[config.mk]
export PLATFORM = sky130hd
export DESIGN_NAME = cpu6_pipe_skid
export DESIGN_NICKNAME = d
export VERILOG_FILES = /design/src/rtl/cpu6_pipe_skid.sv
export SDC_FILE = /design/constraint.sdc
export NUM_CORES = 1
export LEC_CHECK = 0
export ABC_AREA = 1
export CORE_ASPECT_RATIO = 0.7
export CORE_UTILIZATION = 53
export DETAILED_ROUTE_END_ITERATION = 12
export GPL_TIMING_DRIVEN = 0
export PLACE_DENSITY = 0.83
export SETUP_SLACK_MARGIN = 0.2
export SYNTH_ARGS = -nofsm -noshare
export SYNTH_HDL_FRONTEND = slang
export SYNTH_SLANG_ARGS = --single-unit
export TNS_END_PERCENT = 5
[constraint.sdc]
create_clock -name clk -period 7.56 [get_ports clk]
set_input_delay 1.512 -clock clk [delete_from_list [all_inputs] [get_ports clk]]
set_output_delay 1.512 -clock clk [all_outputs]
set_load 0.005 [all_outputs]
[src/rtl/cpu6_pipe_skid.sv]
// rtl/cpu6_pipe_skid.sv - elastic main+skid pipeline register stage with registered ready
module cpu6_pipe_skid #(
  parameter int DW = 32
) (
  input  logic          clk,
  input  logic          rst,
  input  logic          flush,
  input  logic          i_valid,
  output logic          i_ready,
  input  logic [DW-1:0] i_data,
  output logic          o_valid,
  input  logic          o_ready,
  output logic [DW-1:0] o_data,
  output logic [1:0]    o_count
);

  typedef enum logic [1:0] {
    EMPTY = 2'd0,
    BUSY  = 2'd1,
    FULL  = 2'd2
  } state_t;

  state_t        state_q, state_d;
  logic [DW-1:0] main_q, main_d;
  logic [DW-1:0] skid_q;
  logic          skid_ld;
  logic          valid_q, ready_q;
  logic [1:0]    count_q;

  // Next state and main-register load selection; flush wins over normal traffic.
  always_comb begin
    state_d = state_q;
    main_d  = main_q;
    skid_ld = 1'b0;
    if (flush) begin
      state_d = EMPTY;
    end else begin
      case (state_q)
        EMPTY: begin
          if (i_valid) begin
            main_d  = i_data;
            state_d = BUSY;
          end
        end
        BUSY: begin
          // Both i_ready and o_valid are 1 here, so the raw handshakes are the transfers.
          if (i_valid && o_ready) begin
            main_d = i_data;
          end else if (i_valid) begin
            skid_ld = 1'b1;
            state_d = FULL;
          end else if (o_ready) begin
            state_d = EMPTY;
          end
        end
        FULL: begin
          // i_ready is 0, so i_data is ignored; only the downstream side moves.
          if (o_ready) begin
            main_d  = skid_q;
            state_d = BUSY;
          end
        end
        default: state_d = EMPTY;
      endcase
    end
  end

  // State, main payload and handshake outputs, all registered from the next state.
  always_ff @(posedge clk) begin
    if (rst) begin
      state_q <= EMPTY;
      main_q  <= '0;
      valid_q <= 1'b0;
      ready_q <= 1'b1;
      count_q <= 2'd0;
    end else begin
      state_q <= state_d;
      main_q  <= main_d;
      valid_q <= (state_d != EMPTY);
      ready_q <= (state_d != FULL);
      case (state_d)
        BUSY:    count_q <= 2'd1;
        FULL:    count_q <= 2'd2;
        default: count_q <= 2'd0;
      endcase
    end
  end

  // Skid register is load-enable only; its contents are meaningless outside FULL.
  always_ff @(posedge clk) begin
    if (skid_ld && !rst) begin
      skid_q <= i_data;
    end
  end

  assign o_data  = main_q;
  assign o_valid = valid_q;
  assign i_ready = ready_q;
  assign o_count = count_q;

endmodule

# After elaboration in Yosys (flattened, before gate mapping)
# Index checks and enable logic that the tools add are counted.
word_totals:
  ff_bits: 70
  out_inout_bits: 36
  elab_cells: 38
op_classes:
  eq_ne: 8
  n_mux: 16
  n_bitwise: 1
  n_reduce_logical: 7
ops:
  columns: ["operator", "n"]
  rows:
  - ["32-bit two-way mux", 3]
  - ["32-bit case mux with 3 select lines", 1]
  - ["2-bit two-way mux", 6]
  - ["2-bit != test (second input constant)", 4]
  - ["2-bit case mux with 3 select lines", 1]
  - ["5-bit AND reduction", 1]
  - ["2-bit by 1-bit equality test with 1-bit output (second input constant)", 2]
  - ["2-bit equality test (second input constant)", 2]
  - ["1-bit two-way mux", 4]
  - ["2-bit case mux with 2 select lines", 1]
  - ["3-bit nonzero test", 1]
  - ["1-bit logical AND", 2]
  - ["2-bit logical NOT", 1]
  - ["2-bit nonzero test", 1]
  - ["1-bit logical NOT", 1]
  - ["1-bit inverter", 1]

# Depth between registers and ports, before layout
# Gate-level depths: netlist of the first run.
logic_depth:
  depth_word: 7
  mapped_depth: 9

# Worst setup path after synthesis of the first run
# OpenSTA, ideal clock, no wires.
synth_timing:
  kind: "input -> register"
  startpoint: "input o_ready"
  endpoint: "register skid_q[0], enable pin"
  arrival_ns: 3.910
  setup_slack_ns: 3.189
  cell_stages: 3
  path_buffers: 0
  path_cell_list: "nor2_1 -> nand3_1 -> nor3_1"
synth_between:
  elab_chain_len: 5
synth_lines:
  columns: ["item", "line_no", "text"]
  rows:
  - ["from (decl)", "12", "input logic o_ready,"]
  - ["1-bit logical AND", "47", "if (i_valid && o_ready) begin"]
  - ["1-bit two-way mux", "47", null]
  - ["1-bit two-way mux", "38", "case (state_q)"]
  - ["1-bit two-way mux", "35", "if (flush) begin"]
  - ["1-bit logical AND", "91", "if (skid_ld && !rst) begin"]
  - ["to (signal assigned)", "92", "skid_q <= i_data;"]
  - ["to (decl)", "25", "logic [DW-1:0] skid_q;"]
# Every way passes these cells.
# A chain may end at the register's enable or synchronous reset.

# Worst setup path after layout of the first run
layout_timing:
  startpoint: "input o_ready"
  endpoint: "register skid_q[9], enable pin"
# The elaborated chain is that of the path after synthesis.

==> flow_summary.yaml, run 1 <==
outcome:
  status: "finished clean"
yosys:
  syn_inst: 371
  ys_ff_latch: 70
  ys_seq_area_share_pct: 58.3
  synth_cell_types: 17
  syn_nets: 408
  synth_area_mm2: 0.00295
  synth_warnings: 0
  syn_area_per_cell_um2: 7.96
cts:
  cts_buffers: 9
  cts_setup_buffers: 0
  cts-htree-levels: 3
  cts_tree: "done"
  insertion_delay_ns: 0.35
  cts-root-buf: "clkbuf_8"
  ctsHoldBuffers: 0
  clk_pin_slew_worst_paths_ns: 0.06
  clockBufferDepth: 2
  cts_resized: 0
  cts.sinks: 70
placed_design:
  gp_congestion: 0.822
  io_buffers: 72
  hpwlAfterDp_mm: 4.50
  dp_worst_setup_slack_ns: 4.19
setup_path:
  r2r_setup_slack_ns: 5.63
  arrival_ns: 3.08
  critPathMaxFanout: 9
  reg2reg_depth: 5
  critPathLaunchType: "primary input"
  crit_type: "primary input to register"
  rr_endpoint: "skid_q[9]"
  end_kind: "register"
  worstPathRequired_ns: 7.62
  worstReg2RegStart: "state_q[1]"
global_route:
  grt_max_degree: 12
  grt_pass1_wl_mm: 11.1
  gr-usage-all-layers_pct: 24.5
  grt_overflow: 0
  grt_pass1_vias: 2453
  antenna_found_initial: 0
routing:
  vias: 2552
  wire_per_inst_um: 12.4
  first_iter_violations: 138
  vias_per_cell: 4.78
  drt_pre_antenna_iters: 4
  routed_wl_mm: 6.60
  drc: 0
  drtAntennaViolNets: 0
floorplanning:
  core-area_mm2: 0.00531
  ios: 73
  rows: 22
  initial_utilization_pct: 55.6
  chipHeight_um: 64.5
  die_area_mm2: 0.00588
  dieWidth_um: 91.2
layout:
  final_net_count: 494
  multi_input_area_um2: 965
  regArea_mm2: 0.00172
  syn2layout_area_growth_pct: 34.9
  drive_gt1_share_pct: 6.93
  fill_cells: 414
  diodes: 0
sta:
  setup_violations: 0
  maxSlewHeadroom_pct: 57.8
  rsz0062_at_grt: "false"
  fin_tns_setup_ns: 0
  whs_ns: 0.511
  post-route-period-util_pct: 40.0
  hold_viol: 0
  maxSlewViolCount: 0
  period_needed_ns: 3.03
  worst_pin_slew_ns: 0.629
  setup_ws_ns: 4.53
  clock-skew-final_ns: 0.00793
  fmax_mhz: 330
pwr:
  leakage_nw: 1.86
  powerDensity_mw_per_mm2: 200
  power.total_mw: 0.798
  ir_worst_vdd_v: 0.000132
worst_hold_path:
  hp-start: "o_data[11]"
  hp-class: "register to register"
  min_to: "o_data[11]"
  hold_depth: 4
job:
  drv_cap: 0
==> final cells by class <==
type | instances | area share (%)
multi-input combinational | 240 | 24.2
buffer | 20 | 2.98
clock inverter | 1 | 0.126
timing repair buffer | 75 | 18.9
inverter | 41 | 3.86
tap | 72 | 2.26
sequential | 70 | 43.2
clock buffer | 15 | 4.43
==> cell usage in the layout, fill, tap and decap left out, types with 5 or more instances in the layout <==
cell type,count
clkbuf_8,12
clkbuf_1,11
buf_6,6
buf_2,5
edfxtp_1,32
nand3_1,33
nor2_1,66
clkdlybuf4s50_1,72
dfxtp_1,38
nand2_1,135
inv_1,39
==> power breakdown <==
part	switching [mW]	internal, mW
registers	0.00742	0.409
logic	0.0478	0.0567
clock network	0.131	0.146
total	0.186	0.612
==> through the flow <==
stage / cell area (um2) / utilization, % / cells
5_1_grt: 3990 / 75.0 / 534
3_5_place_dp: 3800 / 71.6 / 518
3_3_place_gp: 3760 / 70.9 / 515
6_report: 3990 / 75.0 / 534
4_1_cts: 3990 / 75.0 / 534
2_1_floorplan: 2950 / - / 371
==> cells by family (layout without fill, tap and decap cells) <==
family | Yosys count | after routing | synth area share [%]
compound gates | 2 | 2 | 0.550
buf+inv | 61 | 152 | 9.23
flops | 70 | 70 | 58.3
simple gates | 238 | 238 | 31.9
==> Yosys cell counts <==
master / instances / share of area [%]
clkbuf_1: 8 / 1.0
o21ai_0: 1 / 0.17
nand4_1: 2 / 0.42
nand2_1: 135 / 17
clkinv_1: 1 / 0.13
nand3_1: 33 / 5.6
edfxtp_1: 32 / 33
buf_6: 3 / 1.1
buf_4: 4 / 1.0
o21bai_2: 1 / 0.38
nor2_1: 66 / 8.4
buf_2: 5 / 0.85
dfxtp_1: 38 / 26
nor2_2: 1 / 0.21
inv_2: 1 / 0.13
inv_1: 39 / 5.0
nor3_1: 1 / 0.17
==> worst max-delay path, cell delays in order <==
cell and delay [ns]:
clkdlybuf4s50_1 0.43, nor2_1 0.16, nand3_1 0.10, nor3_2 0.49, buf_6 0.22, buf_6 0.16
==> layer usage <==
metal / vias to the layer above / global-route usage [%] / share of wire, %
met4: 0 / 8.53 / 1.3
met1: 1152 / 32.9 / 47
li1: 1306 / - / -
met3: 11 / 6.46 / 6.5
met5: - / 0 / 0
met2: 83 / 38.9 / 45
==> registers in the layout, summed over array words and instances, names as in the netlist <==
register and cells:
o_data 32, skid_q 32, o_count 2, state_q 2, i_ready 1, o_valid 1
==> worst max path at each step <==
stage / from / end / slack, ns / cells past startpoint
2_1_floorplan: o_ready / skid_q[0] / 3.19 / 3
3_3_place_gp: o_ready / skid_q[14] / 1.76 / 4
3_5_place_dp: rst / skid_q[12] / 4.19 / 6
4_1_cts: rst / skid_q[9] / 4.54 / 6
5_1_grt: o_ready / skid_q[9] / 4.46 / 6
6_report: o_ready / skid_q[9] / 4.53 / 6
Note: power is estimated with default switching activity, not from simulation.
==> run 2, diff against run 1 <==
--- a/config.mk
+++ b/config.mk
@@ -7,10 +7,10 @@
 export LEC_CHECK = 0
 export ABC_AREA = 1
 export CORE_ASPECT_RATIO = 0.7
-export CORE_UTILIZATION = 53
+export CORE_UTILIZATION = 49
 export DETAILED_ROUTE_END_ITERATION = 12
 export GPL_TIMING_DRIVEN = 0
-export PLACE_DENSITY = 0.83
+export PLACE_DENSITY = 0.77
 export SETUP_SLACK_MARGIN = 0.2
 export SYNTH_ARGS = -nofsm -noshare
 export SYNTH_HDL_FRONTEND = slang
==> constraint.sdc (replaced) <==
create_clock -name clk -period 3 [get_ports clk]
set_input_delay 0.6 -clock clk [delete_from_list [all_inputs] [get_ports clk]]
set_output_delay 0.6 -clock clk [all_outputs]
set_load 0.005 [all_outputs]
==> run 2 against run 1 <==
  * Sequential cell count stayed put
  * First-iteration DRC count is 28% lower
  * Clock skew is 0.0011 ns lower
  * Cell count is 0.19% higher
  * Power grew to 2.6 times the previous value
  * Design area is 0.38% higher
  * Non-clock buffer count is 2 lower
  * Clock power grew to 2.9 times the previous value
  * Global-route usage is 0.66 points lower
  * Via count is 2.0% lower
  * Sequential share of layout area is 0.16 points lower
  * Critical path type unchanged
  * Highest routed layer unchanged
==> flow_summary.yaml, run 2 (synthesized netlist as in run 1, its figures left out) <==
placed_design:
  dp_worst_setup_slack_ns: 0.313
  dp.cells: 519
  hpwlAfterDp_mm: 4.60
  placed_cell_area_mm2: 0.00379
  gp_congestion: 0.811
  io_buffers: 72
sta:
  setup_ws_ns: 0.680
  period_needed_ns: 2.32
  worst_pin_slew_ns: 1.03
  setup_violations: 0
  fmax_mhz: 431
  post-route-period-util_pct: 77.3
  maxSlewHeadroom_pct: 31.1
  clock-skew-final_ns: 0.00682
  maxSlewViolCount: 0
  rsz0062_at_grt: "false"
  hold_viol: 0
setup_path:
  crit_type: "primary input to register"
  critPathMaxFanout: 21
  cpMaxStageDelayCell: "nor3_4"
  end_kind: "register"
  critPathLaunch: "o_ready"
  reg2reg_depth: 5
  r2r_setup_slack_ns: 0.88
  crit_path_end: "skid_q[10]"
  worstReg2RegStart: "state_q[0]"
  critPathLaunchType: "primary input"
  worstPathRequired_ns: 3.05
  arrival_ns: 2.37
  cp_slowest_stage_delay_ns: 0.80
  rr_endpoint: "skid_q[10]"
  crit_chain: "clkdlybuf4s50_1 -> nor2_1 -> nand3_1 -> nor3_4 -> buf_8"
floorplanning:
  ios: 73
  dieWidth_um: 94.8
  initial_utilization_pct: 51.3
  core-area_mm2: 0.00576
  chipHeight_um: 67.0
  rows: 23
  die_area_mm2: 0.00635
layout:
  drive_gt1_share_pct: 6.52
  layout_commonest_cell: "nand2_1"
  utilization_pct: 69.5
  final_net_count: 492
  syn2layout_area_growth_pct: 35.4
  layout_common_cells: "nand2_1, clkdlybuf4s50_1, nor2_1, inv_1, dfxtp_1"
  design_area_mm2: 0.00400
  fin_cells: 535
  diodes: 0
cts:
  cts_buffers: 9
  clockBufferDepth: 2
  insertion_delay_ns: 0.34
  clk_pin_slew_worst_paths_ns: 0.07
  cts-htree-levels: 3
  cts_tree: "done"
  cts.sinks: 70
  cts_resized: 0
  cts_setup_buffers: 0
  cts-root-buf: "clkbuf_8"
  ctsHoldBuffers: 0
routing:
  drc: 0
  drtAntennaViolNets: 0
  vias_per_cell: 4.67
  routed_wl_mm: 6.75
  vias: 2501
  drt_pre_antenna_iters: 4
  first_iter_violations: 99
  wire_per_inst_um: 12.6
global_route:
  antenna_found_initial: 0
  gr-usage-all-layers_pct: 23.9
  grt_overflow: 0
  grt_pass1_wl_mm: 11.2
  grt_pass1_vias: 2433
  grt_max_degree: 22
job:
  drv_cap: 0
pwr:
  powerDensity_mw_per_mm2: 528
  leakage_nw: 1.85
  ir_worst_vdd_v: 0.000300
worst_hold_path:
  hp-class: "register to register"
outcome:
  status: "finished clean"
[run 2: cell types whose count changed in the layout (fill, tap and decap cells not counted)]
cell       before  now
buf_6           6    3
buf_8           0    1
bufinv_16       0    2
clkbuf_1       11   10
clkbuf_8       12    9
clkinv_1        1    2
clkinv_2        1    2
nor3_2          1    0
nor3_4          0    1
[run 2: critical path, delay by kind of cell]
kind / cells / cell delay [ns]
and+or+nand+nor: 3 / 1.09
buffers and inverters: 2 / 0.67
[run 2: routing by layer]
| metal | vias up | share of wire (%) | GRT usage [%] |
|---|---|---|---|
| met2 | 89 | 45 | 37.2 |
| met4 | 0 | 0.33 | 6.82 |
| met5 | - | 0 | 0 |
| met3 | 2 | 6.9 | 8.11 |
| li1 | 1301 | - | - |
| met1 | 1109 | 48 | 31.5 |
[run 2: metrics by stage]
stage | power (mW) | hold WS [ns] | setup TNS, ns
floorplan | 1.19 | 0.505 | 0
global route | 2.20 | 0.534 | 0
global placement | 1.33 | 0.498 | -15.46
detailed placement | 1.33 | 0.498 | 0
finish | 2.11 | 0.510 | 0
CTS | 2.13 | 0.513 | 0
[run 2: how the worst min path moves through the flow]
stage,startpoint,end,slack (ns),cells past startpoint
floorplan,o_data[0],o_data[0],0.51,4
global placement,o_data[22],o_data[22],0.50,4
detailed placement,o_data[0],o_data[0],0.50,4
CTS,o_data[0],o_data[0],0.51,4
global route,o_data[6],o_data[6],0.53,4
finish,o_data[0],o_data[0],0.51,4
[run 2: final cells by class]
class	count	area, um2
multi-input cells	240	971
well taps	75	93.8
inverters	41	154
clock inverters	5	73.8
clock buffers	11	131
flip-flops and latches	70	1720
plain buffers	20	119
repair buffers	73	736
fillers	485	1760
[run 2: where the power goes]
| group | switching [mW] | total (mW) | internal [mW] | leakage (nW) |
|---|---|---|---|---|
| combinational | 0.120 | 0.263 | 0.143 | 1.15 |
| sequential | 0.0187 | 1.05 | 1.03 | 0.601 |
| clock | 0.334 | 0.797 | 0.463 | 0.105 |
| total | 0.473 | 2.11 | 1.64 | 1.85 |
